### config.mk
export PLATFORM = sky130hd
export DESIGN_NAME = matmul_sequencer_flat
export DESIGN_NICKNAME = d
export VERILOG_FILES = /design/src/rtl/matmul_pkg.sv /design/src/rtl/matmul_sequencer_if.sv /design/src/rtl/valid_delay_line.sv /design/src/rtl/matmul_sequencer.sv /design/src/flat_wrapper.sv
export SDC_FILE = /design/constraint.sdc
export NUM_CORES = 1
export LEC_CHECK = 0
export CORE_ASPECT_RATIO = 1.2
export CORE_MARGIN = 2
export CORE_UTILIZATION = 51
export DETAILED_ROUTE_END_ITERATION = 10
export PLACE_DENSITY = 0.79
export RECOVER_POWER = 25
export SLEW_MARGIN = 10
export SYNTH_ARGS = -nofsm -noshare
export SYNTH_HDL_FRONTEND = slang
export SYNTH_HIERARCHICAL = 1
export SYNTH_SLANG_ARGS = --single-unit
export TNS_END_PERCENT = 5
### constraint.sdc
create_clock -name clk -period 2.3 [get_ports clk]
set_clock_uncertainty 0.05 [all_clocks]
set_input_delay 0.23 -clock clk [delete_from_list [all_inputs] [get_ports clk]]
set_output_delay 0.23 -clock clk [all_outputs]
set_load 0.01 [all_outputs]
### src/rtl/matmul_pkg.sv
// rtl/matmul_pkg.sv - shared types and sizes for the matrix-multiply datapath
package matmul_pkg;

    // Default sizes shared with the PE array and adder tree
    localparam int DEF_N_ROWS         = 64;
    localparam int DEF_N_COLS         = 64;
    localparam int DEF_ADDR_IN_WIDTH  = 6;
    localparam int DEF_ADDR_OUT_WIDTH = 12;
    localparam int DEF_MEM_LATENCY    = 1;
    localparam int DEF_TREE_LATENCY   = 7;

    // Sequencer states
    typedef enum logic [1:0] {
        ST_IDLE  = 2'd0,
        ST_ISSUE = 2'd1,
        ST_DRAIN = 2'd2,
        ST_DONE  = 2'd3
    } seq_state_e;

    // Cycles from a read issue until its adder-tree result is ready to write
    function automatic int pipe_lat(input int mem_latency, input int tree_latency);
        return mem_latency + tree_latency;
    endfunction

    localparam int PIPE_LAT = DEF_MEM_LATENCY + DEF_TREE_LATENCY;

endpackage

### src/rtl/matmul_sequencer_if.sv
// rtl/matmul_sequencer_if.sv - sequencer control and memory-port bundle
interface matmul_sequencer_if #(
    parameter int ADDR_IN_WIDTH  = 6,
    parameter int ADDR_OUT_WIDTH = 12
);
    logic                      start;
    logic                      en_a;
    logic                      en_b;
    logic                      we_a;
    logic                      we_b;
    logic [ADDR_IN_WIDTH-1:0]  addr_a;
    logic [ADDR_IN_WIDTH-1:0]  addr_b;
    logic                      en_out;
    logic                      we_out;
    logic [ADDR_OUT_WIDTH-1:0] addr_out;
    logic                      busy;
    logic                      done;

    // Sequencer side: takes start, drives the memory ports and status
    modport master (
        input  start,
        output en_a, en_b, we_a, we_b, addr_a, addr_b,
        output en_out, we_out, addr_out, busy, done
    );

    // Controller / memory side
    modport slave (
        output start,
        input  en_a, en_b, we_a, we_b, addr_a, addr_b,
        input  en_out, we_out, addr_out, busy, done
    );
endinterface

### src/rtl/valid_delay_line.sv
// rtl/valid_delay_line.sv - fixed-depth shift register carrying a valid token
module valid_delay_line #(
    parameter int DEPTH = 8
) (
    input  logic clk,
    input  logic rst_n,
    input  logic clr,
    input  logic in,
    output logic out,
    output logic empty
);

    logic [DEPTH-1:0] shift_q;
    logic [DEPTH-1:0] shift_d;

    generate
        if (DEPTH == 1) begin : g_single
            // Next stage contents: just the incoming token
            always_comb begin
                shift_d = clr ? 1'b0 : in;
            end
            // Nothing remains behind the output stage
            assign empty = 1'b1;
        end else begin : g_multi
            // Next stage contents: shift toward the output, new token at stage 0
            always_comb begin
                shift_d = clr ? '0 : {shift_q[DEPTH-2:0], in};
            end
            // Empty means no token is pending beyond the one leaving this cycle,
            // so the caller can finish in the same cycle as the final write
            assign empty = ~|shift_q[DEPTH-2:0];
        end
    endgenerate

    // Stage register with asynchronous clear
    always_ff @(posedge clk or negedge rst_n) begin
        if (!rst_n) begin
            shift_q <= '0;
        end else begin
            shift_q <= shift_d;
        end
    end

    assign out = shift_q[DEPTH-1];

endmodule

### src/rtl/matmul_sequencer.sv
// rtl/matmul_sequencer.sv - read-issue and result-write sequencer for matrix multiply
module matmul_sequencer
    import matmul_pkg::*;
#(
    parameter int N_ROWS         = DEF_N_ROWS,
    parameter int N_COLS         = DEF_N_COLS,
    parameter int ADDR_IN_WIDTH  = DEF_ADDR_IN_WIDTH,
    parameter int ADDR_OUT_WIDTH = DEF_ADDR_OUT_WIDTH,
    parameter int MEM_LATENCY    = DEF_MEM_LATENCY,
    parameter int TREE_LATENCY   = DEF_TREE_LATENCY
) (
    input  logic              clk,
    input  logic              rst_n,
    matmul_sequencer_if.master bus
);

    localparam int PIPE = pipe_lat(MEM_LATENCY, TREE_LATENCY);
    localparam logic [ADDR_IN_WIDTH-1:0] I_LAST = ADDR_IN_WIDTH'(N_ROWS - 1);
    localparam logic [ADDR_IN_WIDTH-1:0] J_LAST = ADDR_IN_WIDTH'(N_COLS - 1);

    seq_state_e                state_q, state_d;
    logic [ADDR_IN_WIDTH-1:0]  i_q, i_d;
    logic [ADDR_IN_WIDTH-1:0]  j_q, j_d;
    logic [ADDR_OUT_WIDTH-1:0] k_out_q, k_out_d;

    logic issue;
    logic dl_clr;
    logic dl_out;
    logic dl_empty;

    valid_delay_line #(
        .DEPTH (PIPE)
    ) u_delay (
        .clk   (clk),
        .rst_n (rst_n),
        .clr   (dl_clr),
        .in    (issue),
        .out   (dl_out),
        .empty (dl_empty)
    );

    // Next-state, loop counters and output counter
    always_comb begin
        state_d = state_q;
        i_d     = i_q;
        j_d     = j_q;
        k_out_d = dl_out ? k_out_q + ADDR_OUT_WIDTH'(1) : k_out_q;
        issue   = 1'b0;
        dl_clr  = 1'b0;

        case (state_q)
            ST_IDLE: begin
                k_out_d = '0;
                dl_clr  = 1'b1;
                // i/j are zeroed at acceptance so addr_a/addr_b keep the
                // final address of the previous run while idle
                if (bus.start) begin
                    state_d = ST_ISSUE;
                    i_d     = '0;
                    j_d     = '0;
                end
            end
            ST_ISSUE: begin
                issue = 1'b1;
                if (j_q == J_LAST) begin
                    if (i_q == I_LAST) begin
                        // Last pair issued: hold i/j so the address outputs stay put
                        state_d = ST_DRAIN;
                    end else begin
                        j_d = '0;
                        i_d = i_q + 1'b1;
                    end
                end else begin
                    j_d = j_q + 1'b1;
                end
            end
            ST_DRAIN: begin
                if (dl_empty) begin
                    state_d = ST_DONE;
                end
            end
            ST_DONE: begin
                state_d = ST_IDLE;
            end
            default: begin
                state_d = ST_IDLE;
            end
        endcase
    end

    // State and counter registers
    always_ff @(posedge clk or negedge rst_n) begin
        if (!rst_n) begin
            state_q <= ST_IDLE;
            i_q     <= '0;
            j_q     <= '0;
            k_out_q <= '0;
        end else begin
            state_q <= state_d;
            i_q     <= i_d;
            j_q     <= j_d;
            k_out_q <= k_out_d;
        end
    end

    // Memory ports and status are decoded straight from registered state
    assign bus.en_a     = (state_q == ST_ISSUE);
    assign bus.en_b     = (state_q == ST_ISSUE);
    assign bus.we_a     = 1'b0;
    assign bus.we_b     = 1'b0;
    assign bus.addr_a   = i_q;
    assign bus.addr_b   = j_q;
    assign bus.en_out   = dl_out;
    assign bus.we_out   = dl_out;
    assign bus.addr_out = k_out_q;
    assign bus.busy     = (state_q != ST_IDLE);
    assign bus.done     = (state_q == ST_DONE);

endmodule
### src/flat_wrapper.sv
// flat-port wrapper written by rule: the top's interface ports become plain ports
module matmul_sequencer_flat import matmul_pkg::*;
#(
    parameter int N_ROWS         = DEF_N_ROWS,
    parameter int N_COLS         = DEF_N_COLS,
    parameter int ADDR_IN_WIDTH  = DEF_ADDR_IN_WIDTH,
    parameter int ADDR_OUT_WIDTH = DEF_ADDR_OUT_WIDTH,
    parameter int MEM_LATENCY    = DEF_MEM_LATENCY,
    parameter int TREE_LATENCY   = DEF_TREE_LATENCY
)
  (clk, rst_n, bus_start, bus_en_a, bus_en_b, bus_we_a, bus_we_b, bus_addr_a, bus_addr_b, bus_en_out, bus_we_out, bus_addr_out, bus_busy, bus_done);
  matmul_sequencer_if #(.ADDR_IN_WIDTH(ADDR_IN_WIDTH), .ADDR_OUT_WIDTH(ADDR_OUT_WIDTH)) bus_i ();
  input  logic clk;
  input  logic rst_n;
  input wire logic [$bits(bus_i.start)-1:0] bus_start;
  output wire logic [$bits(bus_i.en_a)-1:0] bus_en_a;
  output wire logic [$bits(bus_i.en_b)-1:0] bus_en_b;
  output wire logic [$bits(bus_i.we_a)-1:0] bus_we_a;
  output wire logic [$bits(bus_i.we_b)-1:0] bus_we_b;
  output wire logic [$bits(bus_i.addr_a)-1:0] bus_addr_a;
  output wire logic [$bits(bus_i.addr_b)-1:0] bus_addr_b;
  output wire logic [$bits(bus_i.en_out)-1:0] bus_en_out;
  output wire logic [$bits(bus_i.we_out)-1:0] bus_we_out;
  output wire logic [$bits(bus_i.addr_out)-1:0] bus_addr_out;
  output wire logic [$bits(bus_i.busy)-1:0] bus_busy;
  output wire logic [$bits(bus_i.done)-1:0] bus_done;
  assign bus_i.start = bus_start;
  assign bus_en_a = bus_i.en_a;
  assign bus_en_b = bus_i.en_b;
  assign bus_we_a = bus_i.we_a;
  assign bus_we_b = bus_i.we_b;
  assign bus_addr_a = bus_i.addr_a;
  assign bus_addr_b = bus_i.addr_b;
  assign bus_en_out = bus_i.en_out;
  assign bus_we_out = bus_i.we_out;
  assign bus_addr_out = bus_i.addr_out;
  assign bus_busy = bus_i.busy;
  assign bus_done = bus_i.done;
  matmul_sequencer #(.N_ROWS(N_ROWS), .N_COLS(N_COLS), .ADDR_IN_WIDTH(ADDR_IN_WIDTH), .ADDR_OUT_WIDTH(ADDR_OUT_WIDTH), .MEM_LATENCY(MEM_LATENCY), .TREE_LATENCY(TREE_LATENCY)) u_core (.clk(clk), .rst_n(rst_n), .bus(bus_i));
endmodule
==> results of run 1 <==
-- power by group through the flow --
stage / clock network, W / logic, W / registers, W
after floorplan: 0 / 0.00000400 / 0.000609
final: 0.000455 / 0.0000175 / 0.000598
after global routing: 0.000494 / 0.0000205 / 0.000597
after global placement: 0 / 0.0000187 / 0.000609
after CTS: 0.000469 / 0.0000191 / 0.000598
after detailed placement: 0 / 0.0000191 / 0.000609
-- registers in the layout, summed over array words and instances (netlist names) --
name                    cells
u_core/state_q              2
u_core/bus.addr_a           6
u_core/bus.addr_b           6
u_core/bus.addr_out        12
u_core/u_delay/shift_q      8
-- kinds of logic (layout without fill, tap and decap cells) --
| group | count (synthesis) | count (layout) | synth area share |
|---|---|---|---|
| DFF | 34 | 34 | 0.463 |
| and+or+nand+nor | 80 | 80 | 0.239 |
| muxes | 6 | 6 | 0.0361 |
| other | 1 | 2 | 0.00204 |
| AOI/OAI and AO/OA | 30 | 30 | 0.110 |
| buffers and inverters | 18 | 52 | 0.0483 |
| xor gates and xnor gates | 10 | 10 | 0.0476 |
| adders and majority gates | 8 | 8 | 0.0544 |
-- critical path, stage by stage, from the launching register on --
cell and delay [ps]:
dfrtp_1 440, inv_1 130, ha_1 400, clkdlybuf4s50_1 620
-- stage by stage --
stage / util / hold WS (ps) / power (W) / worst slack, ps
floorplan: - / -116 / 0.000613 / 374
global route: 0.669 / 484 / 0.00111 / 28.0
detailed placement: 0.642 / 439 / 0.000628 / 260
CTS: 0.670 / 301 / 0.00109 / 159
global placement: 0.642 / 416 / 0.000628 / 340
finish: 0.669 / 448 / 0.00107 / 149
-- Yosys cell counts (all sizes together), types with 2 or more instances --
master,n
dfrtp,34
nor2,16
nand3,15
nand2,10
nor2b,9
o21ai,9
buf,8
ha,8
inv,8
nor3,7
a21oi,6
xnor2,6
nand4,5
mux2i,4
nor4,4
or3,4
xor2,4
a211o,3
and3,3
o211ai,3
a211oi,2
and4,2
clkbuf,2
mux2,2
-- area by class of cell --
| type | count | share of cell area |
|---|---|---|
| Sequential cell | 34 | 0.374 |
| Multi-Input combinational cell | 136 | 0.397 |
| Clock inverter | 2 | 0.00550 |
| Timing Repair Buffer | 36 | 0.153 |
| Inverter | 8 | 0.0132 |
| Clock buffer | 6 | 0.0363 |
| Tap cell | 37 | 0.0204 |
-- worst max-delay path by stage --
| stage | start | to | slack (ps) | cells after the start |
|---|---|---|---|---|
| after floorplan | u_core/state_q[0] | u_core/bus.addr_b[5] | 370 | 7 |
| after global placement | u_core/u_delay/shift_q[0] | u_core/state_q[1] | 340 | 5 |
| after detailed placement | u_core/state_q[0] | u_core/bus.addr_b[5] | 260 | 6 |
| after CTS | u_core/state_q[1] | bus_en_b | 160 | 3 |
| after global routing | u_core/state_q[1] | u_core/bus.addr_b[5] | 30 | 6 |
| final | u_core/state_q[1] | bus_en_a | 150 | 3 |
-- per-layer routing --
layer | wire, um | up-vias
li1 | - | 731
met1 | 1630 | 751
met2 | 1990 | 51
met3 | 196 | 12
met4 | 110 | 0
met5 | 0 | -
==> results.md, run 1 <==
* Status: finished, violations left
* Violated checks: DRC
* GR Layer Usage met1 at 0.253
* Reg area at 851 um^2
* Cts hold-fix bufs at 0
* GRT Overall Usage at 0.213
* Met3 Usage GRT at 0.0429
* Internal at 0.000841 W
* Hold path start: u_core/u_delay/shift_q[6]
* FP Rows at 23
* Finished Cell Area at 2270 um^2
* Num CTS Buffers at 5
* DP Area at 2180 um^2
* Clk_lat worst skew at 290 ps
* Cells on worst reg2reg path at 6
* WS Path Type: flop to primary output
* CP Launch Type: flop
* Top FF cell, synth: dfrtp_1
* Setup tns final at 0 ps
* Hold Path End: u_core/u_delay/shift_q[7]
* Min cycle time layout at 2150 ps
* Syn Std Cell Area at 1840 um^2
* Slew Limit Fails at 0
* Post-synth ARST share at 1.00
* Ant. Diodes at 0
* CTS Root Cell: clkbuf_8
* Share of cells above drive strength 1 at 0.104
* Area occupied by multi-input gates at 903 um^2
* Die Ht at 69.8 um
* # fillers at 283
* Dpl hpwl at 2830 um
* Vias in the first global route at 1,506
* Post-synth EDFFs at 0
* Ports at 35
* CTS sink count at 34
* Actual slew at the worst max-slew pin at 824 ps
* Area growth from synthesis to layout at 23.6%
* Maximum VDD drop at 278 uV
* DR WL/cell at 15.2 um
* Setup-failing EPs final at 0
* Worst rel slew slack at 0.450
* Top post-synthesis cells by area: dfrtp_1 46%, ha_1 5.4%, nand3_1 4.1%, nor2_1 3.3%, nor2b_1 3.1%
* TritonCTS clock tree: done
* Initial antenna violation count at 0
* Synth warn at 6
* Grt peak-use layer: met2
* CP Data Required Time at 2020 ps
* Cell count after synthesis at 187
* Non-Filler Instances at 259
* Detailed Route WL at 3930 um
* Switch share at 0.214
* RSZ-0062 raised after global routing: no
* Pleak at 0.970 nW
* Reg2reg setup slack at 180 ps
* Vias at 1,545
* Gpl congestion at 0.873
* Detail Route Antenna Nets at 0
* Register bit total from synthesis at 34
* Worst setup EP type: primary output
* Final nets at 232
* IO buf count at 32
* Fmax at 0.465 GHz
* Met2 usage at 0.359
* Hold Crit Class: flop to flop
* Syn avg cell area at 9.84 um^2
* CTS resizes at 0
* Initial DRC Count at 70
* Comb power frac at 0.016
* Placed cells at 251
* Hold path cells at 1
* H-tree depth at 2
* Crit-path max FO at 11
* Clock tree buffer depth at 2
* Core ar. at 3400 um^2
* Largest net degree at the start of global routing at 35
* Worst-path clk slew at 70 ps
* Worst EP arrival at 1870 ps
* NetSw at 0.000229 W
* Largest area contributor in the netlist: dfrtp_1
* Drt drc at 4
* Commonest non-fill, non-tap cell in the layout: dfrtp_1
* Final hold vios at 0
* Worst r2r dst: u_core/bus.addr_b[5]
* Full die area at 4100 um^2
* Avg Vias per Cell at 5.97
* Pre-antenna DRT Iters at 7
* Crit Reg-Reg Startpoint: u_core/state_q[1]
* Die width at 58.8 um
* Fin crit share at 0.935
* Sequential fraction of the synthesis area at 0.463
* Seq pwr share at 0.559
* Clk pwr share at 0.425
* Synth top area share at 0.463
* First-pass GRT wire length at 6770 um
* Library cells used by synthesis at 46
* Cell area power density at 471 nW/um^2
* Max-cap violations at 0
* GR Overflow Total at 0
* Commonest cells after routing, fill and taps aside: 34 x dfrtp_1, 31 x clkdlybuf4s50_1, 16 x nor2_1
* # Post-CTS Setup Buffers at 0
* Initial core utilization at 0.542
No activity file was read; power rests on OpenSTA's default activity.
==> run 2: changes to the inputs <==
==> constraint.sdc (replaced) <==
create_clock -name clk -period 2.3 [get_ports clk]
set_clock_uncertainty 0.05 [all_clocks]
set_input_delay 0.46 -clock clk [delete_from_list [all_inputs] [get_ports clk]]
set_output_delay 0.46 -clock clk [all_outputs]
set_load 0.01 [all_outputs]
==> run 2 against run 1 <==
  * The flow still finishes with violations (DRC)
  * Cell count increased by 1.2%
  * Utilization increased by 0.55 points
  * Critical path type unchanged
  * Power about the same
  * First-iteration DRC count increased by 19%
  * Sequential cell count unchanged
  * Largest power group unchanged
==> results.md, run 2 (synthesis results as in run 1) <==
* Commonest non-fill, non-tap cell in the layout: dfrtp_1
* Commonest cells after routing, fill and taps aside: 34 x dfrtp_1, 31 x clkdlybuf4s50_1, 16 x nor2_1
* IO buf count at 32
* CP Launch Type: flop
* Detail Route Antenna Nets at 0
* CTS sink count at 34
* Crit-path max FO at 4
* Setup ws final at 136 ps
* Die width at 58.8 um
* Pre-antenna DRT Iters at 7
* WS Path Type: flop to primary output
* TritonCTS clock tree: done
* Avg Vias per Cell at 5.87
* Violated checks: DRC
* Ant. Diodes at 0
* Initial antenna violation count at 0
* Internal at 0.000842 W
* Setup tns final at 0 ps
* Slew Limit Fails at 0
* First-pass GRT wire length at 6920 um
* Vias at 1,538
* Full die area at 4100 um^2
* Comb power frac at 0.016
* Maximum VDD drop at 343 uV
* Clock tree buffer depth at 2
* NetSw at 0.000228 W
* Max-cap violations at 0
* DR WL/cell at 15.0 um
* Worst rel slew slack at 0.450
* GR Overflow Total at 0
* Pleak at 0.988 nW
* Clk_lat worst skew at 290 ps
* Min cycle time layout at 2160 ps
* Drt drc at 4
* Final hold vios at 0
* Hold Crit Class: flop to flop
* Fmax at 0.462 GHz
* Largest net degree at the start of global routing at 35
* Actual slew at the worst max-slew pin at 825 ps
* Setup-failing EPs final at 0
* CTS Root Cell: clkbuf_8
* Initial core utilization at 0.542
* Ports at 35
* GRT Overall Usage at 0.219
* Pre-CTS setup slack at 308 ps
* H-tree depth at 2
* Fin crit share at 0.941
* RSZ-0062 raised after global routing: no
* Max reg flops at 12
* Initial DRC Count at 83
* Seq pwr share at 0.559
* Worst setup EP type: primary output
* Area growth from synthesis to layout at 24.6%
* Worst EP arrival at 1650 ps
* Vias in the first global route at 1,528
* Die Ht at 69.8 um
* Num CTS Buffers at 5
* Share of cells above drive strength 1 at 0.116
* Worst-path clk slew at 70 ps
* Dpl hpwl at 2820 um
* FP Rows at 23
* Gpl congestion at 0.875
* Status: finished, violations left
* Final nets at 235
* Detailed Route WL at 3930 um
* Cts hold-fix bufs at 0
* Switch share at 0.213
* Core ar. at 3400 um^2
* CP Data Required Time at 1790 ps
* Clk pwr share at 0.425
* Cell area power density at 467 nW/um^2
[run 2: cell types whose count changed in the layout (fill, tap and decap cells not counted), sizes merged]
| cell | change |
|---|---|
| buf | +3 |
| clkbuf | +1 |
| clkinvlp | -1 |
[run 2: worst paths after layout]
kind	cells past startpoint	endpoint	from	slack (ps)
min in group asynchronous	2	u_core/bus.addr_out[5]	rst_n	740
max reg2reg	7	u_core/bus.addr_b[2]	u_core/state_q[0]	310
max	4	bus_busy	u_core/state_q[0]	140
min reg2reg	1	u_core/u_delay/shift_q[1]	u_core/u_delay/shift_q[0]	450
min	1	u_core/u_delay/shift_q[1]	u_core/u_delay/shift_q[0]	450
max in group asynchronous	2	u_core/u_delay/shift_q[4]	rst_n	940
[run 2: repair_timing]
item	in CTS	in global routing
setup endpoints to repair	0	1
setup buffers	0	2
resized for setup	0	1
hold endpoints to repair	0	0
[run 2: worst max-delay path: stages (launching register included)]
cell,delay [ps]
dfrtp_1,380
inv_1,100
ha_1,240
inv_2,100
clkdlybuf4s50_1,540
[run 2: power by group through the flow]
stage	Combinational (W)	Sequential [W]	Clock, W
5_1_grt	0.0000203	0.000597	0.000500
3_3_place_gp	0.0000185	0.000609	0
6_report	0.0000171	0.000598	0.000455
2_1_floorplan	0.00000400	0.000609	0
4_1_cts	0.0000191	0.000598	0.000475
3_5_place_dp	0.0000192	0.000609	0
[run 2: area by class of cell]
type | instances | area (um^2)
Clock buffer | 7 | 86.3
Clock inverter | 1 | 5.00
Fill cell | 290 | 1100
Inverter | 8 | 30.0
Multi-Input combinational cell | 136 | 903
Sequential cell | 34 | 851
Tap cell | 37 | 46.3
Timing Repair Buffer | 39 | 370
[run 2: layer usage]
layer / track usage / part of all wire / vias up
met1: 0.266 / 0.41 / 745
met5: 0 / 0 / -
li1: - / - / 732
met2: 0.349 / 0.50 / 52
met4: 0.0985 / 0.025 / 0
met3: 0.0672 / 0.061 / 9
[run 2: per-stage QoR]
step | utilization | total power [W] | hold slack [ps] | instances | instance area, um^2
2_1_floorplan | - | 0.000613 | 114 | 188 | 1840
3_3_place_gp | 0.644 | 0.000628 | 417 | 252 | 2190
3_5_place_dp | 0.644 | 0.000628 | 443 | 252 | 2190
4_1_cts | 0.671 | 0.00109 | 453 | 260 | 2280
5_1_grt | 0.675 | 0.00112 | 483 | 262 | 2290
6_report | 0.675 | 0.00107 | 446 | 262 | 2290
==> run 3: changes to the inputs <==
--- a/config.mk
+++ b/config.mk
@@ -11,6 +11,7 @@
 export DETAILED_ROUTE_END_ITERATION = 10
 export PLACE_DENSITY = 0.79
 export RECOVER_POWER = 25
+export REMOVE_ABC_BUFFERS = 1
 export SLEW_MARGIN = 10
 export SYNTH_ARGS = -nofsm -noshare
 export SYNTH_HDL_FRONTEND = slang
==> run 3 against run 2 <==
  * The flow still finishes with violations (DRC)
  * Largest power group unchanged
  * Die area unchanged
  * Cell count down 1.5%
  * Fmax is 2.5% lower
  * Wire length grew 1.2%
  * Sequential share of layout area is 0.41 points higher
  * Critical path depth fell by 1
  * Utilization is 0.74 points lower
  * Clock-buffer cell count did not move
  * Worst setup slack lost 55 ps
  * Combinational power rose by 2%
  * Register-to-register slack worse by 60 ps
==> results.md, run 3 (synthesis results as in run 1) <==
* Largest net degree at the start of global routing at 35
* Final nets at 231
* Fmax at 0.451 GHz
* CTS sink count at 34
* Setup tns final at 0 ps
* Cell area power density at 472 nW/um^2
* Max incr delay on CP at 590 ps
* WP buf/inv at 2
* Share of cells above drive strength 1 at 0.0995
* GRT Overall Usage at 0.220
* Total power at 0.00107 W
* Gpl congestion at 0.897
* Cells on worst reg2reg path at 7
* Drt drc at 6
* Initial DRC Count at 58
* Reg2reg setup slack at 250 ps
* Maximum VDD drop at 313 uV
* Pleak at 0.964 nW
* DR WL/cell at 15.4 um
* Core ar. at 3400 um^2
* Worst setup EP type: primary output
* IO buf count at 32
* Ant. Diodes at 0
* Pre-antenna DRT Iters at 8
* Worst Hold Margin at 445 ps
* Ports at 35
* CTS Root Cell: clkbuf_8
* Slew Limit Fails at 0
* Initial core utilization at 0.542
* Violated checks: DRC
* WS Path Type: flop to primary output
* # Post-CTS Setup Buffers at 0
* Commonest non-fill, non-tap cell in the layout: dfrtp_1
* Hold Path End: u_core/u_delay/shift_q[1]
* FP Rows at 23
* Vias at 1,529
* Detailed Route WL at 3970 um
* Num CTS Buffers at 5
* CP Data Required Time at 1790 ps
* Final hold vios at 0
* Dpl hpwl at 2870 um
* Worst-path clk slew at 70 ps
* Clock tree buffer depth at 2
* Cts hold-fix bufs at 0
* Area growth from synthesis to layout at 23.3%
* Max-cap violations at 0
* Vias in the first global route at 1,538
* Status: finished, violations left
* Hold Crit Class: flop to flop
* Hold path cells at 1
* First-pass GRT wire length at 6930 um
* CP Launch Type: flop
* Commonest cells after routing, fill and taps aside: 34 x dfrtp_1, 30 x clkdlybuf4s50_1, 16 x nor2_1
* Crit path max-delay cell type: clkdlybuf4s50_1
* Setup ws final at 81.8 ps
* Avg Vias per Cell at 5.93
* Pre-CTS setup slack at 184 ps
* Clk_lat worst skew at 290 ps
* Hold path start: u_core/u_delay/shift_q[0]
* Min cycle time layout at 2220 ps
* Actual slew at the worst max-slew pin at 826 ps
* TritonCTS clock tree: done
* Die Ht at 69.8 um
* GR Overflow Total at 0
* Setup-failing EPs final at 0
* Crit. path cell count at 3
* Initial antenna violation count at 0
* Worst rel slew slack at 0.449
* Worst EP arrival at 1710 ps
* Crit-path max FO at 8
* Worst r2r dst: u_core/bus.addr_out[11]
* CP cell instances: inv_1, ha_1, clkdlybuf4s50_1
* RSZ-0062 raised after global routing: no
* Crit Reg-Reg Startpoint: u_core/state_q[0]
* Die width at 58.8 um
* Fin crit share at 0.964
* H-tree depth at 2
* Full die area at 4100 um^2
* Cell family with most CP delay: buffers and inverters
* Max reg flops at 12
* Detail Route Antenna Nets at 0
run 3: cell count changes in the layout (fill, tap and decap cells not counted), sizes merged:
cell           previous run  this run
buf                       6         2
clkdlybuf4s50            31        30
dlymetal6s2s              0         1
run 3: routing by layer:
metal,GRT usage,vias up,part of all wire
met5,0,-,0
met4,0.106,0,0.022
met3,0.0578,10,0.060
met2,0.359,57,0.49
met1,0.261,739,0.42
li1,-,723,-
run 3: area by class of cell:
type                    count  area, um^2
inverters                   8        30.0
flip-flops and latches     34         851
repair buffers             35         343
well taps                  37        46.3
fillers                   275        1130
clock buffers               7        86.3
clock inverters             1        5.00
multi-input cells         136         906
run 3: through the flow:
step	utilization	instance area, um^2	instances
2_1_floorplan	-	1780	178
3_3_place_gp	0.640	2170	250
3_5_place_dp	0.640	2170	250
4_1_cts	0.667	2260	258
5_1_grt	0.668	2270	258
6_report	0.668	2270	258
run 3: power breakdown:
| group | switching (W) | leakage [nW] | internal [W] |
|---|---|---|---|
| sequential | 0 | 0.389 | 0.000598 |
| combinational | 0.0000142 | 0.526 | 0.00000323 |
| clock | 0.000214 | 0.0482 | 0.000241 |
| total | 0.000229 | 0.964 | 0.000842 |
run 3: how the worst max path moves through the flow:
stage	startpoint	to	slack (ps)
after CTS	u_core/state_q[0]	bus_busy	10
after global routing	u_core/state_q[1]	bus_en_b	8
after detailed placement	u_core/state_q[0]	u_core/bus.addr_out[11]	180
final	u_core/state_q[1]	bus_en_b	80
after floorplan	u_core/state_q[0]	u_core/bus.addr_b[5]	140
after global placement	bus_start	u_core/bus.addr_b[5]	310
run 3: timing repair:
item                                    4_1_cts  5_1_grt
resized for setup                             0        2
endpoints found under the setup margin        0        1
endpoints found under the hold margin         0        0
